`config.mk`:
```
export PLATFORM = sky130hd
export DESIGN_NAME = demux15_varredura_flat
export DESIGN_NICKNAME = d
export VERILOG_FILES = /design/src/rtl/demux15_varredura_if.sv /design/src/rtl/demux15_varredura.sv /design/src/flat_wrapper.sv
export SDC_FILE = /design/constraint.sdc
export NUM_CORES = 1
export LEC_CHECK = 0
export BUFFER_PORTS_ARGS = -buffer_cell sky130_fd_sc_hd__buf_4
export CAP_MARGIN = 25
export CORE_MARGIN = 4
export CORE_UTILIZATION = 44
export DETAILED_ROUTE_END_ITERATION = 10
export GPL_TIMING_DRIVEN = 1
export PLACE_DENSITY = 0.67
export SLEW_MARGIN = 20
export SYNTH_ARGS = -nofsm -noshare
export SYNTH_HDL_FRONTEND = slang
export SYNTH_SLANG_ARGS = --single-unit
```
`constraint.sdc`:
```
create_clock -name clock -period 3.1 [get_ports clock]
set_clock_uncertainty 0.2 [all_clocks]
set_input_delay 0.155 -clock clock [delete_from_list [all_inputs] [get_ports clock]]
set_output_delay 0.155 -clock clock [all_outputs]
set_load 0.01 [all_outputs]
```
`src/rtl/demux15_varredura_if.sv`:
```
// Signal bundle between the 15-column scan engine and the 15-input mux/readout side.
// The master side is the scan engine; the slave side feeds habilita/entrada and consumes the frame.
interface demux15_varredura_if;
  logic        habilita;
  logic        entrada;
  logic [3:0]  seletor;
  logic        amostra;
  logic [14:0] saidas;
  logic        quadro_pronto;

  modport master (
    input  habilita,
    input  entrada,
    output seletor,
    output amostra,
    output saidas,
    output quadro_pronto
  );

  modport slave (
    output habilita,
    output entrada,
    input  seletor,
    input  amostra,
    input  saidas,
    input  quadro_pronto
  );
endinterface

```
`src/rtl/demux15_varredura.sv`:
```
// Scan engine for a 15-input mux: steps the selector through slots 1..15, captures the returned
// bit at the end of each slot into a shadow register and publishes whole frames on saidas.
module demux15_varredura #(
  parameter int unsigned DIVISOR = 4  // clocks per selector slot, 2..65535
) (
  input logic                   clock,
  input logic                   reset,
  demux15_varredura_if.master   bus
);

  localparam int unsigned           DIV_W    = $clog2(DIVISOR);
  localparam logic [DIV_W-1:0]      DIV_LAST = DIV_W'(DIVISOR - 1);

  typedef enum logic {OCIOSO, VARRE} state_t;

  state_t            state_q, state_d;
  logic [DIV_W-1:0]  div_q, div_d;
  logic [3:0]        sel_q, sel_d;
  logic [14:0]       shadow_q, shadow_d;
  logic [14:0]       saidas_q, saidas_d;
  logic              pronto_q, pronto_d;
  logic              ultimo_ciclo;

  assign ultimo_ciclo      = (state_q == VARRE) && (div_q == DIV_LAST);
  assign bus.amostra       = ultimo_ciclo;
  assign bus.seletor       = sel_q;
  assign bus.saidas        = saidas_q;
  assign bus.quadro_pronto = pronto_q;

  always_comb begin
    // NOTE: every signal gets a default before any branch, so no path leaves one unassigned and no latch is inferred.
    state_d  = state_q;
    div_d    = div_q;
    sel_d    = sel_q;
    shadow_d = shadow_q;
    saidas_d = saidas_q;
    pronto_d = 1'b0;

    unique case (state_q)
      OCIOSO: begin
        div_d = '0;
        sel_d = 4'd1;
        if (bus.habilita) state_d = VARRE;
      end

      VARRE: begin
        // Dropping habilita wins over a capture, even on the frame-completing edge.
        if (!bus.habilita) begin
          state_d  = OCIOSO;
          div_d    = '0;
          sel_d    = 4'd1;
          shadow_d = '0;
        end else if (div_q == DIV_LAST) begin
          div_d                    = '0;
          shadow_d[sel_q - 4'd1]   = bus.entrada;
          if (sel_q == 4'd15) begin
            sel_d    = 4'd1;
            saidas_d = {bus.entrada, shadow_q[13:0]};
            pronto_d = 1'b1;
            shadow_d = '0;
          end else begin
            sel_d = sel_q + 4'd1;
          end
        end else begin
          div_d = div_q + DIV_W'(1);
        end
      end

      default: state_d = OCIOSO;
    endcase
  end

  // NOTE: sequential state uses non-blocking assignments so every register samples pre-edge values.
  always_ff @(posedge clock or posedge reset) begin
    if (reset) begin
      state_q  <= OCIOSO;
      div_q    <= '0;
      sel_q    <= 4'd1;
      // NOTE: the shadow is reset too; a stale partial frame must never leak into the next one.
      shadow_q <= '0;
      saidas_q <= '0;
      pronto_q <= 1'b0;
    end else begin
      state_q  <= state_d;
      div_q    <= div_d;
      sel_q    <= sel_d;
      shadow_q <= shadow_d;
      saidas_q <= saidas_d;
      pronto_q <= pronto_d;
    end
  end

endmodule

```
`src/flat_wrapper.sv`:
```
// flat-port wrapper written by rule: the top's interface ports become plain ports
module demux15_varredura_flat 
#(
  parameter int unsigned DIVISOR = 4                                       
)
  (clock, reset, bus_habilita, bus_entrada, bus_seletor, bus_amostra, bus_saidas, bus_quadro_pronto);
  demux15_varredura_if bus_i ();
  input logic clock;
  input logic reset;
  input wire logic [$bits(bus_i.habilita)-1:0] bus_habilita;
  input wire logic [$bits(bus_i.entrada)-1:0] bus_entrada;
  output wire logic [$bits(bus_i.seletor)-1:0] bus_seletor;
  output wire logic [$bits(bus_i.amostra)-1:0] bus_amostra;
  output wire logic [$bits(bus_i.saidas)-1:0] bus_saidas;
  output wire logic [$bits(bus_i.quadro_pronto)-1:0] bus_quadro_pronto;
  assign bus_i.habilita = bus_habilita;
  assign bus_i.entrada = bus_entrada;
  assign bus_seletor = bus_i.seletor;
  assign bus_amostra = bus_i.amostra;
  assign bus_saidas = bus_i.saidas;
  assign bus_quadro_pronto = bus_i.quadro_pronto;
  demux15_varredura #(.DIVISOR(DIVISOR)) u_core (.clock(clock), .reset(reset), .bus(bus_i));
endmodule
```
==> out/results.ini, run 1 <==
[outcome]
status = finished clean

[grt]
grt_use_met1 = 0.213
grt_pass1_vias = 1434
grt_max_degree = 21
top_usage_layer = met2
grtUsageMet2 = 0.264
grt_pass1_wl_mm = 6.93
track_usage = 0.166
grt_remaining_overflow = 0
grt_antenna_before_repair = 0
grtUsageMet3 = 0.0520

[synthesis]
syn_inst = 174
synth.distinct_cells = 35
syn-mean-instance-area_um2 = 11.0
syn-cell-area_um2 = 1910
yosys_warnings = 0
ys_ff_latch = 37
seq_area_frac_synth = 0.486
syn_nets = 185

[sta]
worstMarginPinSlew_ps = 662
finalCritPeriodShare = 0.764
setup_tns_ps = 0
fin_crit_ps = 2370
slew_headroom = 0.558
rsz0062_at_grt = no
setup_ws_ps = 731
finalHoldViolations = 0
fmax_mhz = 422
slew_violations = 0
setup_viol = 0

[power_and_ir_drop]
leakage_nw = 1.03
p_total_mw = 0.960
ir_worst_vdd_mv = 0.319
power_density_nw_per_um2 = 423

[critical_path]
max_stage_delay_ps = 540
worstPathArrival_ps = 2350
crit_type = reg -> reg
crit_buf_inv = 1
slowest_stage = ha_1
required_ps = 3080
worstPathMaxFanout = 20
cp_top_family = compound AO/OA/AOI/OAI gates
cp-end-kind = flop
startpoint_type = flop
crit_chain = inv_1, ha_1, nand2_1, a211oi_1, o311ai_0, a32o_1

[clock_network]
clock_sinks = 37
root_buffer = clkbuf_8
cts_tree = done
clock_latency_ps = 290
clkTransAtPathRegs_ps = 70
clockBufferDepth = 2
h-tree-depth = 2
numCtsBuffers = 5

[routing]
vias = 1476
drc = 0
wire_per_inst_um = 16.4
drtIter0Drc = 102
drtPass1Iterations = 4
drt-total-wl_mm = 4.11
viasPerCell = 5.88
antenna_left = 0

[place]
io_buffers = 24
dpl.cell_count = 240
gp_congestion = 0.902
dp_hpwl_mm = 2.98
dp_slack_ps = 761

[finish]
layout_commonest_cell = dfrtp_1
final_cell_mix = 36 x dfrtp_1, 26 x buf_4, 15 x mux2_2
n_antenna_cell = 0
fin_cells = 251
fillers = 358
drive_gt1_frac = 0.269
layout.nets = 211
final_util = 0.556
syn_to_final_growth_pct = 19.2

[floorplanning]
start_util = 0.467
dieWidth_um = 73.8
dieHeight_um = 73.8
rows = 23
coreArea_um2 = 4090
ios = 25
dieArea_um2 = 5450

[min_path]
hold_class = reg -> reg

[flow_run]
drv_cap = 0

-- routing by layer --
| layer | vias up | wire length, um | part of all wire |
|---|---|---|---|
| met5 | - | 0 | 0 |
| met4 | 0 | 78 | 0.019 |
| met3 | 9 | 235 | 0.057 |
| met2 | 51 | 2020 | 0.49 |
| met1 | 708 | 1780 | 0.43 |
| li1 | 708 | - | - |
-- Yosys cell counts --
| cell | instances | area share |
|---|---|---|
| a211oi_1 | 2 | 0.0079 |
| a21bo_2 | 1 | 0.0052 |
| a21o_1 | 1 | 0.0039 |
| a21oi_1 | 3 | 0.0079 |
| a32o_1 | 2 | 0.010 |
| and2_1 | 1 | 0.0033 |
| and3_1 | 1 | 0.0033 |
| buf_2 | 3 | 0.0079 |
| clkbuf_1 | 6 | 0.012 |
| clkbuf_2 | 1 | 0.0026 |
| dfrtp_1 | 36 | 0.47 |
| dfstp_2 | 1 | 0.014 |
| ha_1 | 7 | 0.046 |
| inv_1 | 8 | 0.016 |
| mux2_2 | 15 | 0.089 |
| mux2_4 | 1 | 0.0079 |
| mux2i_1 | 2 | 0.010 |
| nand2_1 | 14 | 0.028 |
| nand2b_1 | 6 | 0.020 |
| nand3_1 | 3 | 0.0079 |
| nand3b_1 | 2 | 0.0079 |
| nand4_1 | 4 | 0.013 |
| nand4b_1 | 5 | 0.023 |
| nand4bb_1 | 1 | 0.0059 |
| nor2_1 | 10 | 0.020 |
| nor2_2 | 1 | 0.0033 |
| nor3_1 | 5 | 0.013 |
| o21ai_1 | 1 | 0.0026 |
| o22ai_1 | 2 | 0.0066 |
| o2bb2ai_1 | 9 | 0.041 |
| o311ai_0 | 10 | 0.046 |
| o32ai_1 | 6 | 0.028 |
| or2_2 | 1 | 0.0033 |
| or3_1 | 1 | 0.0033 |
| xor2_1 | 2 | 0.0092 |
-- layout make-up --
type / instances / area [um2] / area share
Inverter: 8 / 30.0 / 0.0132
Sequential cell: 37 / 927 / 0.408
Timing Repair Buffer: 29 / 225 / 0.0991
Clock inverter: 2 / 37.5 / 0.0165
Clock buffer: 6 / 82.6 / 0.0363
Tap cell: 50 / 62.6 / 0.0275
Multi-Input combinational cell: 119 / 907 / 0.399
-- worst paths after layout --
kind,slack [ps],startpoint,end,cells past startpoint
max,730,u_core.bus.seletor[1],u_core.shadow_q[13],6
min,250,u_core.div_q[0],u_core.div_q[0],1
max reg2reg,730,u_core.bus.seletor[1],u_core.shadow_q[13],6
min reg2reg,250,u_core.div_q[0],u_core.div_q[0],1
max in group asynchronous,1680,reset,u_core.bus.saidas[6],4
min in group asynchronous,320,reset,u_core.shadow_q[4],3
-- registers in the layout, indices dropped and copies added, names as in the netlist --
register and flops:
u_core.div_q 2, u_core.bus.quadro_pronto 1, u_core.state_q 1, u_core.shadow_q 14, u_core.bus.saidas 15, u_core.bus.seletor 4
-- metrics by stage --
stage	instance area, um2	hold WS (ps)
final	2270	249
after global placement	2120	81.2
after global routing	2270	271
after floorplan	1910	-13.6
after CTS	2270	256
after detailed placement	2120	102
-- cell families (layout without fill, tap and decap cells) --
| group | count (synthesis) | in the layout | synth area share |
|---|---|---|---|
| buffers and inverters | 18 | 45 | 0.0381 |
| and+or+nand+nor | 55 | 55 | 0.154 |
| AOI/OAI and AO/OA | 37 | 37 | 0.159 |
| xor gates and xnor gates | 2 | 2 | 0.00919 |
| DFF | 37 | 37 | 0.486 |
| muxes | 18 | 18 | 0.107 |
| adders and majority gates | 7 | 7 | 0.0459 |
-- power by group --
part | total, mW | internal (mW) | switching (mW)
clock | 0.440 | 0.262 | 0.178
sequential | 0.487 | 0.484 | 0.00279
combinational | 0.0334 | 0.0104 | 0.0229
-- repair_timing --
| item | in CTS | in global routing |
|---|---|---|
| gates resized for setup | 0 | 0 |
| hold buffers | 3 | 0 |
| setup buffers | 0 | 0 |
| hold endpoints to repair | 19 | 0 |
No activity file was read; power rests on OpenSTA's default activity.
==> inputs of run 2 (changes only) <==
--- a/config.mk
+++ b/config.mk
@@ -11,7 +11,7 @@
 export CORE_UTILIZATION = 44
 export DETAILED_ROUTE_END_ITERATION = 10
 export GPL_TIMING_DRIVEN = 1
-export PLACE_DENSITY = 0.67
+export PLACE_DENSITY = 0.69
 export SLEW_MARGIN = 20
 export SYNTH_ARGS = -nofsm -noshare
 export SYNTH_HDL_FRONTEND = slang
==> constraint.sdc (replaced) <==
create_clock -name clock -period 1.9 [get_ports clock]
set_clock_uncertainty 0.2 [all_clocks]
set_input_delay 0.095 -clock clock [delete_from_list [all_inputs] [get_ports clock]]
set_output_delay 0.095 -clock clock [all_outputs]
set_load 0.01 [all_outputs]
==> out/results.ini, run 2 (same netlist as run 1, synthesis figures left out) <==
[grt]
grt_max_degree = 38  ; +81%
grt_pass1_vias = 1529  ; +6.6%
grt_pass1_wl_mm = 7.54  ; +8.8%
track_usage = 0.180  ; +0.0135
grt_antenna_before_repair = 0  ; unchanged
grt_remaining_overflow = 0  ; unchanged

[sta]
fin_crit_ps = 1940  ; -432 ps
worstMarginPinSlew_ps = 473  ; -188 ps
fmax_mhz = 516  ; +22%
setup_ws_ps = -36.8  ; -768 ps
setup_viol = 13  ; +13
slew_violations = 0  ; unchanged
slew_headroom = 0.684  ; +0.126
finalCritPeriodShare = 1.02  ; +0.255
fin_hold_ws_ps = 253  ; +3.21 ps
finalHoldViolations = 0  ; unchanged
rsz0062_at_grt = yes

[outcome]
status = complete, but fails checks
violations = negative setup slack

[min_path]
hold_class = reg -> reg

[critical_path]
cp-end-kind = flop
required_ps = 1880  ; -1200 ps
max_stage_delay_ps = 630  ; +90 ps
worstPathMaxFanout = 11  ; -45%
crit_chain = ha_4, nand3_4, nor2_4, buf_12, mux2_2
crit_buf_inv = 1  ; unchanged
crit_type = reg -> reg
slowest_stage = dfstp_2
worstPathArrival_ps = 1910  ; -440 ps
startpoint_type = flop
cp_top_family = flip-flops

[finish]
n_antenna_cell = 0  ; unchanged
syn_to_final_growth_pct = 43.1
final_cell_mix = 45 x buf_4, 35 x dfrtp_1, 13 x nand2_1
layout.nets = 235  ; +11%
largest_register_ffs = 15  ; unchanged
drive_gt1_frac = 0.484  ; +0.216
layout_commonest_cell = buf_4

[routing]
drtPass1Iterations = 4  ; unchanged
vias = 1608  ; +8.9%
antenna_left = 0  ; unchanged
drc = 0  ; unchanged
drtIter0Drc = 134  ; +31%
wire_per_inst_um = 17.8  ; +8.4%
viasPerCell = 5.85  ; -0.56%
drt-total-wl_mm = 4.89  ; +19%

[clock_network]
numCtsBuffers = 5  ; unchanged
clock_sinks = 37  ; unchanged
clockBufferDepth = 2  ; unchanged
h-tree-depth = 2  ; unchanged
cts_tree = done
clkTransAtPathRegs_ps = 80  ; about the same
root_buffer = clkbuf_8
clock_latency_ps = 300  ; about the same

[place]
gp_congestion = 0.924  ; +2.4%
dp_slack_ps = -36.1  ; -797 ps
io_buffers = 24  ; unchanged
dp_hpwl_mm = 3.25  ; +8.9%

[power_and_ir_drop]
clockPowerShare = 0.413  ; -0.045
p_total_mw = 1.48  ; +54%
intPower_mw = 1.14  ; +51%
ir_worst_vdd_mv = 0.276  ; -14%
power_density_nw_per_um2 = 543  ; +28%
p_seq_frac = 0.536  ; +0.029
switchingPower_mw = 0.337  ; +65%
pwr-share-comb = 0.051  ; +0.016
leakage_nw = 1.19  ; +16%
p_sw_frac = 0.228  ; +0.0153

[floorplanning]
ios = 25  ; unchanged
dieHeight_um = 73.8  ; unchanged
dieWidth_um = 73.8  ; unchanged
coreArea_um2 = 4090  ; unchanged
rows = 23  ; unchanged
start_util = 0.467  ; unchanged
dieArea_um2 = 5450  ; unchanged

[flow_run]
drv_cap = 0  ; unchanged

-- run 2: worst paths after layout --
| kind | startpoint | end | slack [ps] | cells past startpoint |
|---|---|---|---|---|
| min | u_core.div_q[0] | u_core.div_q[0] | 250 | 1 |
| min in group asynchronous | reset | u_core.shadow_q[12] | 270 | 4 |
| max in group asynchronous | reset | u_core.bus.seletor[1] | 860 | 4 |
| max | u_core.bus.seletor[0] | u_core.bus.saidas[8] | -40 | 5 |
| min reg2reg | u_core.div_q[0] | u_core.div_q[0] | 250 | 1 |
| max reg2reg | u_core.bus.seletor[0] | u_core.bus.saidas[8] | -40 | 5 |
-- run 2: power groups by stage --
stage                     combinational (mW)  clock [mW]  sequential [mW]
final                                 0.0752       0.612            0.794
after global routing                  0.0820       0.652            0.794
after CTS                             0.0668       0.620            0.794
after detailed placement              0.0612           0            0.809
after global placement                0.0585           0            0.809
after floorplan                       0.0384           0            0.807
-- run 2: cell type report --
type	instances	area [um2]
inverter	8	32.5
timing repair buffer	53	433
clock buffer	7	96.3
tap	50	62.6
sequential	37	928
fill	304	1360
clock inverter	1	5.00
multi-input combinational	119	1170
-- run 2: metal layers --
layer	vias up	share of wire	track usage
li1	750	-	-
met1	797	0.43	0.235
met2	53	0.51	0.299
met3	8	0.046	0.0369
met4	0	0.013	0.0543
met5	-	0	0
-- run 2: stage by stage --
step	TNS, ps	util	instances	cell area, um2
final	-263	0.668	275	2730
after global placement	0	0.576	259	2350
after global routing	-1630	0.668	275	2730
after CTS	-149	0.615	270	2510
after detailed placement	-220	0.576	259	2350
after floorplan	-352	-	174	2010
-- run 2: what timing repair did --
item | in CTS | in global routing
endpoints found under the hold margin | 44 | 0
hold buffers | 3 | 0
gates resized for setup | 6 | 40
setup endpoints to repair | 20 | 29
gates cloned | 0 | 1
pin swaps | 0 | 8
setup buffers | 0 | 4
